==> config.mk <==
export PLATFORM = sky130hd
export DESIGN_NAME = rca_word_sequencer
export DESIGN_NICKNAME = d
export VERILOG_FILES = /design/src/rtl/rca_word_sequencer.sv
export SDC_FILE = /design/constraint.sdc
export NUM_CORES = 1
export LEC_CHECK = 0
export BUFFER_PORTS_ARGS = -buffer_cell sky130_fd_sc_hd__buf_2
export CORE_MARGIN = 2
export CORE_UTILIZATION = 45
export DETAILED_ROUTE_END_ITERATION = 10
export PLACE_DENSITY = 0.74
export SYNTH_ARGS = -nofsm -noshare
export SYNTH_HDL_FRONTEND = slang
export SYNTH_SLANG_ARGS = --single-unit
==> constraint.sdc <==
create_clock -name clk -period 2.1 [get_ports clk]
set_clock_uncertainty 0.1 [all_clocks]
set_input_delay 0.21 -clock clk [delete_from_list [all_inputs] [get_ports clk]]
set_output_delay 0.21 -clock clk [all_outputs]
set_load 0.02 [all_outputs]
==> src/rtl/rca_word_sequencer.sv <==
// Multi-cycle WORDS*8-bit adder: drives an external 8-bit ripple-carry adder one byte slice per cycle.
// Optional signed-overflow output Ovf is enabled by defining RCA_SEQ_OVF_EN.
`timescale 1ns/1ps
module rca_word_sequencer #(
    parameter int WORDS = 4
) (
    input  logic                 clk,
    input  logic                 rst,
    input  logic                 InValid,
    output logic                 InReady,
    input  logic [8*WORDS-1:0]   A,
    input  logic [8*WORDS-1:0]   B,
    input  logic                 Cin,
    output logic                 OutValid,
    input  logic                 OutReady,
    output logic [8*WORDS-1:0]   Sum,
    output logic                 Cout,
    output logic [7:0]           AddA,
    output logic [7:0]           AddB,
    output logic                 AddCin,
    input  logic [7:0]           AddSum,
    input  logic                 AddCout
`ifdef RCA_SEQ_OVF_EN
    ,
    output logic                 Ovf
`endif
);

    localparam int W    = 8 * WORDS;
    localparam int IDXW = (WORDS > 1) ? $clog2(WORDS) : 1;

    localparam logic [1:0] S_IDLE = 2'd0;
    localparam logic [1:0] S_RUN  = 2'd1;
    localparam logic [1:0] S_DONE = 2'd2;

    logic [1:0]      r_state;
    logic [W-1:0]    r_a;
    logic [W-1:0]    r_b;
    logic [W-1:0]    r_sum;
    logic            r_carry;
    logic [IDXW-1:0] r_idx;
    logic            w_last;
`ifdef RCA_SEQ_OVF_EN
    logic            r_ovf;
    assign Ovf = r_ovf;
`endif

    assign w_last   = (r_idx == IDXW'(WORDS - 1));
    assign InReady  = (r_state == S_IDLE);
    assign OutValid = (r_state == S_DONE);
    assign Sum      = r_sum;
    assign Cout     = r_carry;

    // Slice mux toward the external adder; quiet (all zero) outside RUN.
    always_comb begin
        AddA   = '0;
        AddB   = '0;
        AddCin = 1'b0;
        if (r_state == S_RUN) begin
            AddCin = r_carry;
            for (int unsigned k = 0; k < WORDS; k++) begin
                if (r_idx == IDXW'(k)) begin
                    AddA = r_a[8*k +: 8];
                    AddB = r_b[8*k +: 8];
                end
            end
        end
    end

    always_ff @(posedge clk) begin
        if (rst) begin
            r_state <= S_IDLE;
            r_a     <= '0;
            r_b     <= '0;
            r_sum   <= '0;
            r_carry <= 1'b0;
            r_idx   <= '0;
`ifdef RCA_SEQ_OVF_EN
            r_ovf   <= 1'b0;
`endif
        end else begin
            case (r_state)
                S_IDLE: begin
                    if (InValid) begin
                        r_a     <= A;
                        r_b     <= B;
                        r_carry <= Cin;
                        r_idx   <= '0;
                        r_state <= S_RUN;
                    end
                end
                S_RUN: begin
                    for (int unsigned k = 0; k < WORDS; k++) begin
                        if (r_idx == IDXW'(k)) begin
                            r_sum[8*k +: 8] <= AddSum;
                        end
                    end
                    r_carry <= AddCout;
                    if (w_last) begin
                        r_idx   <= '0;
                        r_state <= S_DONE;
`ifdef RCA_SEQ_OVF_EN
                        // Top slice's sum MSB is the full-width sign bit.
                        r_ovf   <= (r_a[W-1] == r_b[W-1]) && (AddSum[7] != r_a[W-1]);
`endif
                    end else begin
                        r_idx <= r_idx + 1'b1;
                    end
                end
                S_DONE: begin
                    if (OutReady) begin
                        r_state <= S_IDLE;
`ifdef RCA_SEQ_OVF_EN
                        r_ovf   <= 1'b0;
`endif
                    end
                end
                default: r_state <= S_IDLE;
            endcase
        end
    end

endmodule

==> metrics.md, run 1 <==
| Metric | Value |
|---|---|
| Status | finished, violations left |
| Violated checks | negative setup slack |
| First-pass GRT wire length | 20.7 mm |
| Drt first pass iters | 4 |
| Latest clock arrival within the worst-skew pair | 350 ps |
| CTS Buffer Depth | 2 |
| Share of layout cells above drive strength 1 | 36.6% |
| Root buffer cell | clkbuf_8 |
| IR drop worst, VDD | 370 uV |
| GRT Residual Overflow | 0 |
| Final Hold Viols | 0 |
| N_diodes | 0 |
| Final ANT Viol Nets | 0 |
| Worst Hold Endpoint | r_b[15] |
| Post-placement cell count | 720 |
| Final worst slack | -110 ps |
| Largest stage delay on the critical path | 370 ps |
| Via count | 4,314 |
| Initial antenna violation count | 0 |
| IO buf count | 129 |
| Min-delay src | B[15] |
| HPWL Detailed | 7.83 mm |
| FP Rows | 35 |
| WL final | 13.5 mm |
| Register area share after synthesis | 47.4% |
| Hold path depth | 3 |
| Max Cap Violations | 0 |
| Chip Height | 101 um |
| DRT iter0 DRCs | 239 |
| Startpoint Class | register |
| Top-Level Pins | 130 |
| CTS tree | yes |
| Gpl congestion | 0.972 |
| Top-count cell post-synth | nand2_1 |
| Slew HR | 60.6% |
| Synth top area cells | dfxtp_1 (47%), nand2_1 (12%), a21oi_1 (6.5%) |
| Crit end category | primary output |
| Setup crit start | r_idx[1] |
| Setup total negative slack | -500 ps |
| Mean Syn Cell Area | 8.46 um^2 |
| Crit-path slowest cell | a221oi_2 |
| Syn Std Cell Area | 4260 um^2 |
| Worst r2r src | r_idx[0] |
| Hold Crit Class | primary input to register |
| Main synth FF type | dfxtp_1 |
| Nets | 769 |
| Worst R2R End | Sum[19] |
| RSZ-0062 raised after global routing | yes |
| # setup viols final | 15 |
| Max frequency | 453 MHz |
| Post-synth EDFFs | 0 |
| Area Overhead vs Synth | 45.9% |
| H-tree depth | 3 |
| Placed Instance Area | 4970 um^2 |
| Ys Warns | 0 |
| Post-synth top cells | nand2_1 (141), dfxtp_1 (101), a21oi_1 (55), o21ai_0 (30), nor2_1 (28) |
| Die Wd | 101 um |
| Final Max Tran Viols | 0 |
| Worst-path clk slew | 100 ps |
| Crit path time final | 2210 ps |
| FF+latch count, synth | 101 |
| Final cell count without fillers | 803 |
| CTS Buf Count | 9 |
| Clock sink count | 101 |
| Post-synth top area share | 47.4% |
| Worst-Margin Slew | 590 ps |
| Worst EP arrival | 1900 ps |
| Total Power | 0.00419 W |
| Max Fanout on Critical Path | 17 |
| Post-Synthesis Cells | 504 |
| Number of remaining DRC errors | 0 |
| Cell area after layout | 6220 um^2 |
| Die area | 10,300 um^2 |
| Power per cell area | 674 nW/um^2 |
| CP Class | register to primary output |
| Post-route clock period utilization | 105% |
| R2r worst-path depth | 7 |
| Syn_nets | 586 |
| Crit path cell chain | inv_1 -> ha_1 -> buf_12 -> a221oi_2 -> o21ai_1 -> buf_4 |
| Core area | 9200 um^2 |
| Vias in the first global route | 4,386 |
| Yosys top cell by area | dfxtp_1 |
| Initial Utilization | 46.4% |
| Largest net degree at the start of global routing | 66 |
| Asr flop ratio synth | 0% |
| LEAKAGE | 2.73 nW |
| Distinct cells, synth | 27 |
| Register-to-register setup slack | 120 ps |
| Worst endpoint required time | 1790 ps |
| WL/cell | 16.9 um |
| GRT Overall Usage | 25.7% |
| Via/cell ratio | 5.37 |
## state kept, by name, summed over array words and instances, names as in the netlist
signal / flops
Cout: 1
Sum: 32
r_a: 32
r_b: 32
r_idx: 2
r_state: 2
## cells by family (layout without fill, tap and decap cells)
family          Yosys count  count (layout)  share of synthesized area, %
compound gates          124             124                          17.8
fa+ha+maj                 4               4                          1.17
buf+inv                  44             232                          6.57
flops                   101             101                          47.4
mux                      25              25                          5.87
simple gates            206             206                          21.2
## worst max-delay path, delay by kind of cell (launching register included)
kind / cells / cell delay [ps]
AO/OA/AOI/OAI: 2 / 490
buffers and inverters: 3 / 430
flip-flops: 1 / 350
adder cells (fa/ha/maj): 1 / 260
## report_power, final
| group | total, W | switching [W] | internal, W |
|---|---|---|---|
| registers | 0.00209 | 0.0000772 | 0.00201 |
| clock network | 0.00131 | 0.000709 | 0.000605 |
| logic | 0.000790 | 0.000418 | 0.000372 |
## repair_timing
action | CTS | global route
gates resized for setup | 77 | 35
hold buffers | 60 | 0
cloned | 1 | 0
pin swaps | 10 | 13
buffers inserted | 6 | 0
setup endpoints to repair | 16 | 16
hold endpoints to repair | 60 | 0
## layout make-up
type	instances	area, um^2
tap	111	139
clock buffer	10	138
clock inverter	6	76.3
sequential	101	2030
fill	703	2970
multi-input combinational	359	2210
timing repair buffer	213	1620
inverter	3	11.3
## worst max path at each step
stage	to	slack, ps	cells after the start
CTS	AddB[5]	-50	8
global route	AddA[1]	-170	6
detailed placement	AddA[2]	-430	6
finish	AddA[1]	-110	6
floorplan	AddA[0]	70	8
global placement	AddA[5]	-340	6
## per-layer routing
metal | GRT usage [%] | wire length (um) | vias up
met5 | 0 | 0 | -
met4 | 10.1 | 425 | 0
met3 | 5.38 | 880 | 37
met2 | 46.3 | 6980 | 215
met1 | 29.8 | 5250 | 2014
li1 | - | - | 2048
## cells in the final DEF, fill, tap and decap left out, types with 3 or more instances in the layout
cell           instances
nor2_1                28
a21oi_2               20
nand3b_1               4
o21ai_2               15
clkbuf_8              10
a221oi_2              12
a221oi_4               4
a21oi_1               55
mux2i_1               25
dfxtp_1               98
nand2_2               20
nand2_1              141
dlygate4sd3_1         60
buf_2                112
buf_12                 8
o21ai_1               14
buf_6                 11
buf_4                 21
dfxtp_2                3
## stage by stage
step           util, %  worst slack (ps)  hold WS (ps)
2_1_floorplan        -              73.0           246
3_3_place_gp      54.0              -336           341
3_5_place_dp      54.0              -434           347
4_1_cts           65.8             -47.4          2.64
5_1_grt           67.7              -173          1.04
6_report          67.7              -110          4.57
Power figures use the tool's default switching activity.
==> run 2: changes to the inputs <==
--- a/config.mk
+++ b/config.mk
@@ -6,10 +6,11 @@
 export NUM_CORES = 1
 export LEC_CHECK = 0
 export BUFFER_PORTS_ARGS = -buffer_cell sky130_fd_sc_hd__buf_2
+export CORE_ASPECT_RATIO = 0.9
 export CORE_MARGIN = 2
 export CORE_UTILIZATION = 45
 export DETAILED_ROUTE_END_ITERATION = 10
-export PLACE_DENSITY = 0.74
+export PLACE_DENSITY = 0.77
 export SYNTH_ARGS = -nofsm -noshare
 export SYNTH_HDL_FRONTEND = slang
 export SYNTH_SLANG_ARGS = --single-unit
==> constraint.sdc (replaced) <==
create_clock -name clk -period 1.9 [get_ports clk]
set_clock_uncertainty 0.1 [all_clocks]
set_input_delay 0.19 -clock clk [delete_from_list [all_inputs] [get_ports clk]]
set_output_delay 0.19 -clock clk [all_outputs]
set_load 0.02 [all_outputs]
==> metrics.md, run 2 (synthesis gave the netlist of run 1 again) <==
| Metric | Value |
|---|---|
| Status | finished, violations left |
| Violated checks | negative setup slack |
| Worst EP arrival | 1860 ps (-40 ps) |
| Commonest cells after routing, fill and taps aside | nand2_1 (141), buf_2 (112), dfxtp_1 (99) |
| FP Rows | 33 (-5.7%) |
| Max frequency | 466 MHz |
| Final worst slack | -246 ps (-136 ps) |
| Largest net degree at the start of global routing | 66 (unchanged) |
| IO buf count | 129 (unchanged) |
| Area Overhead vs Synth | 47.1% |
| Chip Height | 96.4 um (-4.9%) |
| Core area | 9170 um^2 (-0.33%) |
| Die area | 10,300 um^2 (about the same) |
| Max Cap Violations | 0 (unchanged) |
| Number of remaining DRC errors | 0 (unchanged) |
| CTS Buf Count | 9 (unchanged) |
| Gpl congestion | 0.815 (-16%) |
| Share of layout cells above drive strength 1 | 35.7% (-0.91 points) |
| Hold Crit Class | primary input to register |
| Clock sink count | 101 (unchanged) |
| Initial antenna violation count | 0 (unchanged) |
| Crit end category | primary output |
| DRT iter0 DRCs | 249 (+4.2%) |
| Fillers | 692 (-1.6%) |
| Post-placement cell count | 736 (+2.2%) |
| Power per cell area | 708 nW/um^2 (+5.1%) |
| Root buffer cell | clkbuf_8 |
| Top-Level Pins | 130 (unchanged) |
| Latest clock arrival within the worst-skew pair | 350 ps (about the same) |
| Via/cell ratio | 5.21 (-3.1%) |
| RSZ-0062 raised after global routing | yes |
| CTS tree | yes |
| CP Class | register to primary output |
| Most common cell after layout, fill and taps aside | nand2_1 |
| Worst endpoint required time | 1610 ps (-180 ps) |
| Via count | 4,300 (-0.32%) |
| Final ANT Viol Nets | 0 (unchanged) |
| Final Max Tran Viols | 0 (unchanged) |
| Worst-path clk slew | 100 ps (about the same) |
| DP Worst Slack | -662 ps (-228 ps) |
| Final cell count without fillers | 826 (+2.9%) |
| # setup viols final | 16 (+1) |
| Nets | 781 (+1.6%) |
| Drt first pass iters | 5 (+1) |
| Initial Utilization | 46.5% (+0.15 points) |
| Max Fanout on Critical Path | 8 (-9) |
| WL final | 13.2 mm (-2.4%) |
| HPWL Detailed | 7.80 mm (-0.38%) |
| H-tree depth | 3 (unchanged) |
| IR drop worst, VDD | 442 uV (+19%) |
| First-pass GRT wire length | 19.6 mm (-5.4%) |
| Post-route clock period utilization | 113% |
| Slew HR | 76.7% (+16 points) |
| CTS Buffer Depth | 2 (unchanged) |
| LEAKAGE | 2.75 nW (+0.82%) |
| Final Hold Viols | 0 (unchanged) |
| GRT Overall Usage | 24.3% (-1.4 points) |
| WL/cell | 16.0 um (-5.1%) |
| N_diodes | 0 (unchanged) |
| Vias in the first global route | 4,200 (-4.2%) |
| Die Wd | 107 um (+5.2%) |
| Final core occ | 68.4% (+0.75 points) |
| Worst-Margin Slew | 350 ps (-240 ps) |
| GRT Residual Overflow | 0 (unchanged) |
| Crit path time final | 2150 ps |
| Startpoint Class | register |
run 2: cell types whose count changed in the layout (fill, tap and decap cells not counted), moves of 2 or more:
cell	before	now
clkinvlp_4	0	2
a221oi_1	0	2
o21ai_1	14	18
buf_4	21	27
clkbuf_1	0	2
clkinv_4	2	0
o21ai_2	15	13
dlygate4sd3_1	60	66
a221oi_4	4	2
inv_6	2	0
run 2: per-stage QoR:
step	power, W	area [um^2]	TNS, ps	hold WS [ps]
after global placement	0.00294	5040	-7210	333
final	0.00444	6270	-3290	9.32
after floorplan	0.00274	4260	0	226
after detailed placement	0.00296	5040	-9760	338
after CTS	0.00437	6070	-3340	1.33
after global routing	0.00462	6270	-4750	6.33
run 2: power breakdown:
part | internal [W] | switching [W] | total (W)
combinational | 0.000422 | 0.000449 | 0.000871
clock | 0.000549 | 0.000718 | 0.00127
sequential | 0.00222 | 0.0000809 | 0.00230
run 2: area by class of cell:
type / instances / area, um^2 / area share (%)
timing repair buffer: 225 / 1740 / 27.8
multi-input combinational: 359 / 2160 / 34.5
inverter: 3 / 11.3 / 0.180
tap: 122 / 153 / 2.43
clock inverter: 3 / 20.0 / 0.319
clock buffer: 13 / 159 / 2.53
sequential: 101 / 2020 / 32.3
run 2: worst max-delay path, stage by stage (launching register included):
cell and delay (ps):
dfxtp_2 350, buf_6 120, ha_4 160, nor3b_4 170, buf_6 160, buf_16 140
o21ai_2 60, o21ai_1 160, buf_4 170
run 2: path summary, 6_finish.rpt:
| path | startpoint | end | slack [ps] | depth (start not counted) |
|---|---|---|---|---|
| setup / recovery | r_idx[0] | AddB[7] | -250 | 8 |
| hold reg to reg | Sum[29] | Sum[29] | 360 | 2 |
| hold / removal | AddSum[1] | Sum[25] | 9 | 3 |
| setup reg to reg | r_idx[1] | Sum[8] | 150 | 7 |
run 2: per-layer routing:
layer	routed length (um)	part of all wire, %	track usage [%]	vias to the layer above
met1	5120	39	28.3	2012
met4	314	2.4	11.3	0
li1	-	-	-	2072
met2	7020	53	44.1	183
met3	758	5.7	3.99	33
met5	0	0	0	-
run 2: timing repair:
action | CTS | global route
resized for setup | 50 | 39
hold endpoints to repair | 66 | 0
setup endpoints to repair | 16 | 16
buffers inserted | 6 | 0
cloned | 1 | 1
pin swaps | 6 | 14
hold buffers | 66 | 0
